**src/rtl/hdmi_log_packetizer.sv**
```systemverilog
// Frames 40-bit capture words from the HDMI capture FIFO into a byte stream:
// a 4-byte header (A5 5A seq count) followed by 5 bytes per word, MSB first.
module hdmi_log_packetizer #(
    parameter int unsigned WORDS_PER_PACKET = 16
) (
    input  logic        log_clk,
    input  logic        reset_n,
    input  logic        enable,
    input  logic        log_empty,
    output logic        log_read,
    input  logic [39:0] log_data,
    output logic [7:0]  out_data,
    output logic        out_valid,
    input  logic        out_ready,
    output logic        busy,
    output logic [7:0]  seq
);

    localparam logic [2:0] StIdle  = 3'd0;
    localparam logic [2:0] StHdr   = 3'd1;
    localparam logic [2:0] StFetch = 3'd2;
    localparam logic [2:0] StWait  = 3'd3;
    localparam logic [2:0] StData  = 3'd4;

    localparam logic [7:0] WordsCfg = 8'(WORDS_PER_PACKET);

    logic [2:0]  state_q, state_d;
    logic [2:0]  idx_q, idx_d;
    logic [39:0] word_q, word_d;
    logic [7:0]  wcnt_q, wcnt_d;
    logic [7:0]  seq_q, seq_d;

    always_comb begin
        state_d   = state_q;
        idx_d     = idx_q;
        word_d    = word_q;
        wcnt_d    = wcnt_q;
        seq_d     = seq_q;
        log_read  = 1'b0;
        out_valid = 1'b0;
        out_data  = 8'h00;

        case (state_q)
            StIdle: begin
                if (enable && !log_empty) begin
                    state_d = StHdr;
                    idx_d   = 3'd0;
                    wcnt_d  = 8'd0;
                end
            end
            StHdr: begin
                out_valid = 1'b1;
                case (idx_q)
                    3'd0:    out_data = 8'hA5;
                    3'd1:    out_data = 8'h5A;
                    3'd2:    out_data = seq_q;
                    default: out_data = WordsCfg;
                endcase
                if (out_ready) begin
                    if (idx_q == 3'd3) begin
                        state_d = StFetch;
                        idx_d   = 3'd0;
                    end else begin
                        idx_d = idx_q + 3'd1;
                    end
                end
            end
            StFetch: begin
                if (!log_empty) begin
                    log_read = 1'b1;
                    state_d  = StWait;
                end
            end
            StWait: begin
                // FIFO is in normal mode: read data appears the cycle after log_read.
                word_d  = log_data;
                wcnt_d  = wcnt_q + 8'd1;
                idx_d   = 3'd0;
                state_d = StData;
            end
            StData: begin
                out_valid = 1'b1;
                case (idx_q)
                    3'd0:    out_data = word_q[39:32];
                    3'd1:    out_data = word_q[31:24];
                    3'd2:    out_data = word_q[23:16];
                    3'd3:    out_data = word_q[15:8];
                    default: out_data = word_q[7:0];
                endcase
                if (out_ready) begin
                    if (idx_q == 3'd4) begin
                        idx_d = 3'd0;
                        if (wcnt_q < WordsCfg) begin
                            state_d = StFetch;
                        end else begin
                            seq_d   = seq_q + 8'd1;
                            state_d = StIdle;
                        end
                    end else begin
                        idx_d = idx_q + 3'd1;
                    end
                end
            end
            default: state_d = StIdle;
        endcase
    end

    always_ff @(posedge log_clk) begin
        if (!reset_n) begin
            state_q <= StIdle;
            idx_q   <= 3'd0;
            word_q  <= 40'd0;
            wcnt_q  <= 8'd0;
            seq_q   <= 8'd0;
        end else begin
            state_q <= state_d;
            idx_q   <= idx_d;
            word_q  <= word_d;
            wcnt_q  <= wcnt_d;
            seq_q   <= seq_d;
        end
    end

    assign busy = (state_q != StIdle);
    assign seq  = seq_q;

endmodule
```
**config.mk**
```make
export PLATFORM = sky130hd
export DESIGN_NAME = hdmi_log_packetizer
export DESIGN_NICKNAME = d
export VERILOG_FILES = /design/src/rtl/hdmi_log_packetizer.sv
export SDC_FILE = /design/constraint.sdc
export NUM_CORES = 1
export LEC_CHECK = 0
export CORE_MARGIN = 2
export CORE_UTILIZATION = 50
export DETAILED_ROUTE_END_ITERATION = 10
export PLACE_DENSITY_LB_ADDON = 0.08
export SLEW_MARGIN = 20
export SYNTH_ARGS = -nofsm -noshare
export SYNTH_HDL_FRONTEND = slang
export SYNTH_SLANG_ARGS = --single-unit
```
**constraint.sdc**
```tcl
create_clock -name log_clk -period 6.75 [get_ports log_clk]
set_clock_uncertainty 0.1 [all_clocks]
set_input_delay 2.025 -clock log_clk [delete_from_list [all_inputs] [get_ports log_clk]]
set_output_delay 2.025 -clock log_clk [all_outputs]
set_load 0.02 [all_outputs]
```
==> metrics, run 1 <==
nets in the synthesized netlist=435; top cell type's share of synthesized area=42.25%; number of DRC markers after the initial detailed-route iteration=174; worst relative slew slack=57.67%; final estimated routing congestion in global placement=0.8017; Net Sw Frac=22.71%; effective utilization at floorplan=52.70%; die area=6504 sq um; clock slew at the register clock pins of the worst setup and hold paths=0.07 ns; leakage power=1.268 nW; CTS tree=yes; Num CTS Buffers=9; distinct cell type count of the synthesized netlist=45; Chip Width=80.65 um; count of vias placed by the detailed router=2865; all-layer global routing usage=23.66%; critical path fanouts, max=4; total power divided by cell area=194.7 nW/um^2; start-to-end type of the worst setup path=input pin to output port; maxcap violations=0; required time reported for the critical path endpoint=4.62 ns; number of sinks driven by the clock tree=62; Int Pwr=0.0005669 W; max incr delay on CP=0.63 ns; post-CTS setup repair buffer count=0; vias in the first global route=2524; slew at the pin closest to its max-slew limit=0.6350 ns; slowest CP cell=sky130_fd_sc_hd__clkdlybuf4s50_1; overall overflow remaining after global route=0; total wirelength of the detailed-routed design=7.352 mm; Commonest cells post-synth=sky130_fd_sc_hd__nand2_1, sky130_fd_sc_hd__a21oi_1, sky130_fd_sc_hd__dfxtp_1, sky130_fd_sc_hd__clkbuf_1, sky130_fd_sc_hd__nor2_1; deepest clock path buffer count=2; cell accounting for the most synthesized area=sky130_fd_sc_hd__dfxtp_1; startpoint type of the worst setup path=input pin; count of flip-flops with a built-in enable after synthesis=0; share of post-route cells with drive strength above 1=4.817%; part of the power in the clock network=42.6%; I/O pin count=64; worst setup path startpoint=log_empty; switching pwr=0.0001665 W; Synth area leaders=sky130_fd_sc_hd__dfxtp_1, sky130_fd_sc_hd__nand2_1, sky130_fd_sc_hd__a21oi_1; WP data arrival=3.31 ns; worst skew pair latency=0.34 ns; detail-routed net length per standard cell=14.47 um; total half-perimeter wirelength after legalization and detailed placement=5.077 mm; total of flip-flops plus latches after synthesis=62; timing-limited maximum frequency=184.0 MHz; number of I/O port buffers=63; portion of the post-synthesis area used by sequential elements=42.25%; most common cell type on the critical path=sky130_fd_sc_hd__clkdlybuf4s50_1; post-synth design cell area=2938 sq um; placement row count=27; core box area=5574 sq um; number of buffers inserted by hold repair at cts=0; Final Instance Count excl. Fillers=508; Slew Viols, Final=0; antenna violations before repair=0; peak supply drop=211.2 uV; number of setup violations in the final report=0; result of the run=complete, no violations; Synth Flop Type=sky130_fd_sc_hd__dfxtp_1; cell count after synthesis=382; clock period minus final worst setup slack=5.436 ns; Fin Setup TNS=0 ns; cell with the most instances after synthesis=sky130_fd_sc_hd__nand2_1; setup repair after global routing missed its margin=false; per-instance average area after synthesis=7.691 sq um; first-pass iteration count of the detailed router=7; area added between synthesis and finish=28.24%; CP Capture Type=output port; count of antenna-violating nets left after detailed routing=0; async set or reset register ratio after synthesis=0%; fraction of power consumed by sequential logic=50.2%; total of cells resized after clock tree synthesis=0; number of placed cells counting well taps=493; Crit Reg-Reg Startpoint=state_q[1]; # nets final=485; die outline height=80.65 um; number of warnings reported in the yosys synthesis log=0; class of the most critical hold timing path=register to register; series of cell instances along the critical path=clkdlybuf4s50_1 -> nor3_1 -> clkdlybuf4s50_1; via density per instance=5.640; hold_sp=word_q[23]; first-pass GRT wire length=11.96 mm; pin count of the biggest net entering global routing=59; number of failing hold endpoints at the final stage=0; Antenna diodes=0; part of the cycle the worst path needs=80.53%; root buffer cell=sky130_fd_sc_hd__clkbuf_8; CTS H-tree lvls=3; Comb power frac=7.2%; final routed DRC violation total=0
worst paths after layout:
kind              slack [ns]         end  cells after the start
setup reg to reg        4.27   wcnt_q[6]                      5
hold reg to reg         0.36  word_q[23]                      2
hold / removal          0.36  word_q[23]                      2
setup / recovery        1.31    log_read                      3
flip-flops by register name (all words and copies together) (netlist names):
signal and flops:
idx_q 3, word_q 40, seq 8, state_q 3, wcnt_q 8
kinds of logic after synthesis:
logic type                 count (synthesis)  share of synthesized area [%]
muxes                                      3                          1.022
and+or+nand+nor                          163                          25.26
DFF                                       62                          42.25
AOI/OAI and AO/OA                        103                          21.34
xor gates and xnor gates                   7                          2.087
adders and majority gates                  8                          3.407
buffers and inverters                     36                          4.642
cell usage in the layout (no fill, tap or decap), types with 2 or more instances in the layout:
cell | netlist | routed
sky130_fd_sc_hd__nand2b_1 | 2 | 2
sky130_fd_sc_hd__inv_1 | 9 | 9
sky130_fd_sc_hd__o21ai_0 | 5 | 5
sky130_fd_sc_hd__xnor2_1 | 6 | 6
sky130_fd_sc_hd__nor4_1 | 5 | 5
sky130_fd_sc_hd__nand4_1 | 5 | 5
sky130_fd_sc_hd__o221ai_1 | 7 | 7
sky130_fd_sc_hd__ha_1 | 8 | 8
sky130_fd_sc_hd__clkbuf_8 | 0 | 9
sky130_fd_sc_hd__clkinvlp_4 | 0 | 3
sky130_fd_sc_hd__dfxtp_1 | 62 | 62
sky130_fd_sc_hd__a31oi_1 | 2 | 2
sky130_fd_sc_hd__and3_1 | 4 | 4
sky130_fd_sc_hd__nor2_1 | 24 | 24
sky130_fd_sc_hd__or3_1 | 4 | 4
sky130_fd_sc_hd__or4_1 | 3 | 3
sky130_fd_sc_hd__a21oi_1 | 69 | 69
sky130_fd_sc_hd__nor3_1 | 6 | 6
sky130_fd_sc_hd__a222oi_1 | 8 | 8
sky130_fd_sc_hd__mux2i_1 | 3 | 3
sky130_fd_sc_hd__clkdlybuf4s50_1 | 0 | 63
sky130_fd_sc_hd__buf_4 | 0 | 3
sky130_fd_sc_hd__nand4b_1 | 2 | 2
sky130_fd_sc_hd__nand3_1 | 2 | 2
sky130_fd_sc_hd__nand2_1 | 96 | 96
sky130_fd_sc_hd__o311ai_0 | 2 | 2
power by group through the flow:
| stage | Combinational (W) | Clock, W | Sequential (W) |
|---|---|---|---|
| 2_1_floorplan | 0.0000184 | 0 | 0.000375 |
| 3_3_place_gp | 0.0000529 | 0 | 0.000376 |
| 3_5_place_dp | 0.0000530 | 0 | 0.000376 |
| 4_1_cts | 0.0000533 | 0.000318 | 0.000368 |
| 5_1_grt | 0.0000570 | 0.000335 | 0.000368 |
| 6_report | 0.0000531 | 0.000312 | 0.000368 |
per-stage QoR:
stage / power, W / hold slack, ns / utilization [%] / cell area [sq um] / worst slack [ns]
6_report: 0.0007334 / 0.3589 / 67.59 / 3767 / 1.314
5_1_grt: 0.0007603 / 0.3784 / 67.59 / 3767 / 1.291
4_1_cts: 0.0007392 / 0.3588 / 67.59 / 3767 / 1.316
3_5_place_dp: 0.0004292 / 0.3488 / 64.20 / 3578 / 1.324
3_3_place_gp: 0.0004291 / 0.3420 / 64.20 / 3578 / 1.342
2_1_floorplan: 0.0003936 / 0.3357 / - / 2938 / 2.115
critical path: cells and delay by family:
family                 cells  cell delay (ns)
buffers and inverters      2             1.09
and+or+nand+nor            1             0.20
layout make-up:
class                      count  area, sq um
clock buffer                  10        127.6
clock inverter                 5        61.31
fill                         508         1807
inverter                       9        33.78
multi-input combinational    284         1560
sequential                    62         1241
tap                           72        90.09
timing repair buffer          66        653.1
metal layers:
| metal | up-vias | track usage (%) | routed length (um) |
|---|---|---|---|
| li1 | 1449 | - | - |
| met1 | 1329 | 31.69 | 3340 |
| met2 | 81 | 37.92 | 3585 |
| met3 | 6 | 6.854 | 374 |
| met4 | 0 | 4.915 | 53 |
| met5 | - | 0 | 0 |
Power figures use the tool's default switching activity.
==> run 2, diff against run 1 <==
==> constraint.sdc (replaced) <==
create_clock -name log_clk -period 5.06 [get_ports log_clk]
set_clock_uncertainty 0.1 [all_clocks]
set_input_delay 1.518 -clock log_clk [delete_from_list [all_inputs] [get_ports log_clk]]
set_output_delay 1.518 -clock log_clk [all_outputs]
set_load 0.02 [all_outputs]
==> run 2 against run 1 <==
Net effect:
- sequential share of layout area is the same
- sequential power up 33%
- critical endpoint is now out_data[5]
- combinational power increased by 33%
- clock power rose by 37%
- count of clock-buffer cells in the layout up 1
- final cell count is the same
- total power rose by 35%
- worst setup slack got worse by 0.94 ns
- highest routed layer unchanged
==> metrics, run 2 (synthesized netlist as in run 1, its figures left out) <==
startpoint type of the worst setup path=register; required time reported for the critical path endpoint=3.44 ns; number of buffers inserted by hold repair at cts=0; Final Instance Count excl. Fillers=508; deepest clock path buffer count=2; first-pass GRT wire length=12.77 mm; number of I/O port buffers=63; core box area=5574 sq um; die outline height=80.65 um; register bank with the most flops=word_q; Fin Setup TNS=0 ns; kind of cell adding the most delay to the critical path=buffers and inverters; max incr delay on CP=0.64 ns; Antenna diodes=0; WP data arrival=3.07 ns; result of the run=complete, no violations; most common cell after layout, fill and taps aside=sky130_fd_sc_hd__nand2_1; number of sinks driven by the clock tree=62; area added between synthesis and finish=28.24%; CP Capture Type=output port; timing-limited maximum frequency=213.5 MHz; number of placed cells counting well taps=493; CTS tree=yes; share of post-route cells with drive strength above 1=4.817%; post-CTS setup repair buffer count=0; total of cells resized after clock tree synthesis=0; Fillers=495; number of DRC markers after the initial detailed-route iteration=186; critical path fanouts, max=17; I/O pin count=64; Chip Width=80.65 um; worst path bufs/invs=2; effective utilization at floorplan=52.70%; # nets final=485; worst relative slew slack=53.73%; clock period minus final worst setup slack=4.684 ns; leakage power=1.278 nW; setup repair after global routing missed its margin=false; placement row count=27; detail-routed net length per standard cell=15.01 um; vias in the first global route=2728; overall overflow remaining after global route=0; maxcap violations=0; worst reg-to-reg setup slack=2.91 ns; peak supply drop=164.3 uV; count of vias placed by the detailed router=2921; class of the most critical hold timing path=register to register; clock slew at the register clock pins of the worst setup and hold paths=0.07 ns; number of setup violations in the final report=0; series of cell instances along the critical path=inv_1 -> ha_1 -> or3_1 -> a211oi_2 -> nand2_1 -> o221ai_1 -> clkdlybuf4s50_1; part of the cycle the worst path needs=92.56%; slew at the pin closest to its max-slew limit=0.6933 ns; total power divided by cell area=262.7 nW/um^2; antenna violations before repair=0; CTS H-tree lvls=3; worst skew pair latency=0.34 ns; all-layer global routing usage=25.19%; final estimated routing congestion in global placement=0.8177; die area=6504 sq um; number of failing hold endpoints at the final stage=0; slowest CP cell=sky130_fd_sc_hd__clkdlybuf4s50_1; count of antenna-violating nets left after detailed routing=0; Slew Viols, Final=0; Num CTS Buffers=9; total half-perimeter wirelength after legalization and detailed placement=5.182 mm; flip-flop count of the largest register, all copies and words added=40; via density per instance=5.750; root buffer cell=sky130_fd_sc_hd__clkbuf_8; start-to-end type of the worst setup path=register to output port; commonest cells after routing, fill and taps aside=sky130_fd_sc_hd__nand2_1, sky130_fd_sc_hd__a21oi_1, sky130_fd_sc_hd__clkdlybuf4s50_1; total wirelength of the detailed-routed design=7.627 mm; final routed DRC violation total=0; pin count of the biggest net entering global routing=48; first-pass iteration count of the detailed router=6
## run 2: cell type report
cell class	instances	area, sq um	area share, %
clock inverters	4	47.55	1.262
clock buffers	11	141.4	3.753
repair buffers	66	653.1	17.34
inverters	9	33.78	0.8967
flip-flops and latches	62	1241	32.95
multi-input cells	284	1560	41.41
well taps	72	90.09	2.391
## run 2: power breakdown
group | total (W) | switching (W) | leakage (nW) | internal, W
Combinational | 0.0000708 | 0.0000285 | 0.684 | 0.0000423
Sequential | 0.000491 | 0.00000239 | 0.499 | 0.000489
Clock | 0.000428 | 0.000191 | 0.0952 | 0.000237
## run 2: worst paths after layout
check / from / to / cells after the start
min reg2reg: word_q[31] / word_q[31] / 2
max: idx_q[0] / out_data[5] / 7
max reg2reg: idx_q[0] / seq[6] / 6
min: word_q[31] / word_q[31] / 2
## run 2: worst register-to-register path, cell delays in order (launching register included)
cell and delay, ns:
sky130_fd_sc_hd__dfxtp_1 0.35, sky130_fd_sc_hd__inv_1 0.10, sky130_fd_sc_hd__ha_1 0.54, sky130_fd_sc_hd__nand3_1 0.32, sky130_fd_sc_hd__nor4_1 0.41, sky130_fd_sc_hd__xnor2_1 0.16, sky130_fd_sc_hd__nor2_1 0.05
## run 2: per-layer routing
layer / share of wire (%) / wire, um / GRT usage, % / up-vias
met5: 0 / 0 / 0 / -
met4: 1.8 / 136 / 9.661 / 0
met3: 6.6 / 502 / 3.933 / 18
met2: 48 / 3660 / 40.42 / 113
met1: 44 / 3328 / 33.93 / 1346
li1: - / - / - / 1444
## run 2: through the flow
| step | hold slack (ns) | utilization [%] | instance area (sq um) | total power (W) | worst slack [ns] |
|---|---|---|---|---|---|
| after floorplan | 0.3357 | - | 2938 | 0.0005250 | 1.439 |
| after global placement | 0.3436 | 64.20 | 3578 | 0.0005721 | 0.6709 |
| after detailed placement | 0.3469 | 64.20 | 3578 | 0.0005724 | 0.6486 |
| after CTS | 0.3555 | 67.59 | 3767 | 0.0009912 | 0.3561 |
| after global routing | 0.3718 | 67.59 | 3767 | 0.001016 | 0.2142 |
| final | 0.3600 | 67.59 | 3767 | 0.0009896 | 0.3765 |
==> run 3, diff against run 2 <==
--- a/config.mk
+++ b/config.mk
@@ -5,8 +5,11 @@
 export SDC_FILE = /design/constraint.sdc
 export NUM_CORES = 1
 export LEC_CHECK = 0
+export CAP_MARGIN = 20
+export CELL_PAD_IN_SITES_DETAIL_PLACEMENT = 2
+export CELL_PAD_IN_SITES_GLOBAL_PLACEMENT = 2
 export CORE_MARGIN = 2
-export CORE_UTILIZATION = 50
+export CORE_UTILIZATION = 28
 export DETAILED_ROUTE_END_ITERATION = 10
 export PLACE_DENSITY_LB_ADDON = 0.08
 export SLEW_MARGIN = 20
==> run 3 against run 2 <==
Net effect:
- routed wire length rose by 32%
- sequential share of layout area decreased by 1.4 points
- critical path type unchanged
- critical path depth is the same
- register-to-register slack got worse by 0.48 ns
- largest power group is now the clock network
- global-route usage down 6.7 points
==> metrics, run 3 (synthesized netlist as in run 1, its figures left out) <==
total half-perimeter wirelength after legalization and detailed placement=7.193 mm; result of the run=complete, no violations; timing-limited maximum frequency=210.8 MHz; all-layer global routing usage=18.53%; # nets final=490; total wirelength of the detailed-routed design=10.10 mm; detail-routed net length per standard cell=17.47 um; logic depth of the worst setup path including buffers=7; maxcap violations=0; CP Capture Type=output port; worst reg-to-reg setup slack=2.43 ns; slowest CP cell=sky130_fd_sc_hd__clkdlybuf4s50_1; startpoint type of the worst setup path=register; share of post-route cells with drive strength above 1=6.109%; total of cells resized after clock tree synthesis=0; Hold Path Cell Cnt=2; final core utilization=38.24%; leakage power=1.327 nW; placement row count=37; first-pass GRT wire length=16.35 mm; register bank with the most flops=word_q; setup repair after global routing missed its margin=false; Slew Viols, Final=0; final estimated routing congestion in global placement=0.7098; die area=11330 sq um; required time reported for the critical path endpoint=3.44 ns; Chip Width=106.4 um; final routed DRC violation total=0; number of sinks driven by the clock tree=62; worst relative slew slack=40.38%; post-CTS setup repair buffer count=0; start-to-end type of the worst setup path=register to output port; CTS H-tree lvls=3; number of setup violations in the final report=0; root buffer cell=sky130_fd_sc_hd__clkbuf_8; clock slew at the register clock pins of the worst setup and hold paths=0.07 ns; most common cell after layout, fill and taps aside=sky130_fd_sc_hd__nand2_1; Num CTS Buffers=9; peak supply drop=90.17 uV; deepest clock path buffer count=2; critical path fanouts, max=13; total power divided by cell area=276.2 nW/um^2; Antenna diodes=0; I/O pin count=64; count of vias placed by the detailed router=2992; part of the cycle the worst path needs=93.75%; via density per instance=5.176; slew at the pin closest to its max-slew limit=0.8827 ns; number of I/O port buffers=63; count of antenna-violating nets left after detailed routing=0; Fillers=1204; WP data arrival=3.13 ns; series of cell instances along the critical path=inv_1 -> ha_1 -> or3_1 -> a211oi_2 -> nand2_1 -> o221ai_1 -> clkdlybuf4s50_1; overall overflow remaining after global route=0; worst skew pair latency=0.35 ns; Worst R2R Path Depth=5; class of the most critical hold timing path=register to register; die outline height=106.4 um; Fin Setup TNS=0 ns; first-pass iteration count of the detailed router=4; max incr delay on CP=0.66 ns; kind of cell adding the most delay to the critical path=buffers and inverters; worst path bufs/invs=2; pin count of the biggest net entering global routing=48; number of buffers inserted by hold repair at cts=0; antenna violations before repair=0; CTS tree=yes; number of failing hold endpoints at the final stage=0; area added between synthesis and finish=33.77%; commonest cells after routing, fill and taps aside=sky130_fd_sc_hd__nand2_1, sky130_fd_sc_hd__a21oi_1, sky130_fd_sc_hd__clkdlybuf4s50_1; clock period minus final worst setup slack=4.744 ns; number of DRC markers after the initial detailed-route iteration=108; flip-flop count of the largest register, all copies and words added=40; effective utilization at floorplan=28.59%; vias in the first global route=3175; core box area=10280 sq um
[run 3: metrics by stage]
stage | power [W] | cell area, sq um | setup WS (ns) | cells | hold slack [ns]
3_5_place_dp | 0.0005772 | 3696 | 0.6216 | 562 | 0.3539
3_3_place_gp | 0.0005764 | 3696 | 0.6567 | 562 | 0.3424
4_1_cts | 0.001095 | 3930 | 0.2450 | 578 | 0.3635
6_report | 0.001085 | 3930 | 0.3163 | 578 | 0.3604
2_1_floorplan | 0.0005250 | 2938 | 1.439 | 382 | 0.3357
5_1_grt | 0.001120 | 3930 | 0.1405 | 578 | 0.3786
[run 3: routing by layer]
layer | wire (um) | track usage, % | up-vias | part of all wire [%]
met3 | 289 | 2.636 | 14 | 2.9
met2 | 5148 | 33.01 | 59 | 51
met5 | 0 | 0 | - | 0
met4 | 204 | 7.050 | 0 | 2.0
li1 | - | - | 1451 | -
met1 | 4457 | 22.49 | 1468 | 44
[run 3: cell type report]
cell class / count / area (sq um) / area share, %
sequential: 62 / 1241 / 31.58
timing repair buffer: 71 / 690.7 / 17.57
multi-input combinational: 284 / 1560 / 39.70
inverter: 9 / 33.78 / 0.8596
clock inverter: 3 / 65.06 / 1.656
tap: 136 / 170.2 / 4.330
clock buffer: 13 / 168.9 / 4.298
[run 3: final timing paths]
path,startpoint,endpoint
worst max-delay path,idx_q[1],out_data[7]
worst min-delay path,word_q[38],word_q[38]
worst max register to register,state_q[0],wcnt_q[7]
worst min register to register,word_q[38],word_q[38]
[run 3: worst min-delay path, stage by stage (launching register included)]
cell,delay [ns]
sky130_fd_sc_hd__dfxtp_1,0.31
sky130_fd_sc_hd__nand2_1,0.05
sky130_fd_sc_hd__a21oi_1,0.05
[run 3: report_power, final]
group	total, W	switching [W]	internal [W]
clock	0.000520	0.000203	0.000317
combinational	0.0000742	0.0000311	0.0000430
sequential	0.000491	0.00000251	0.000488
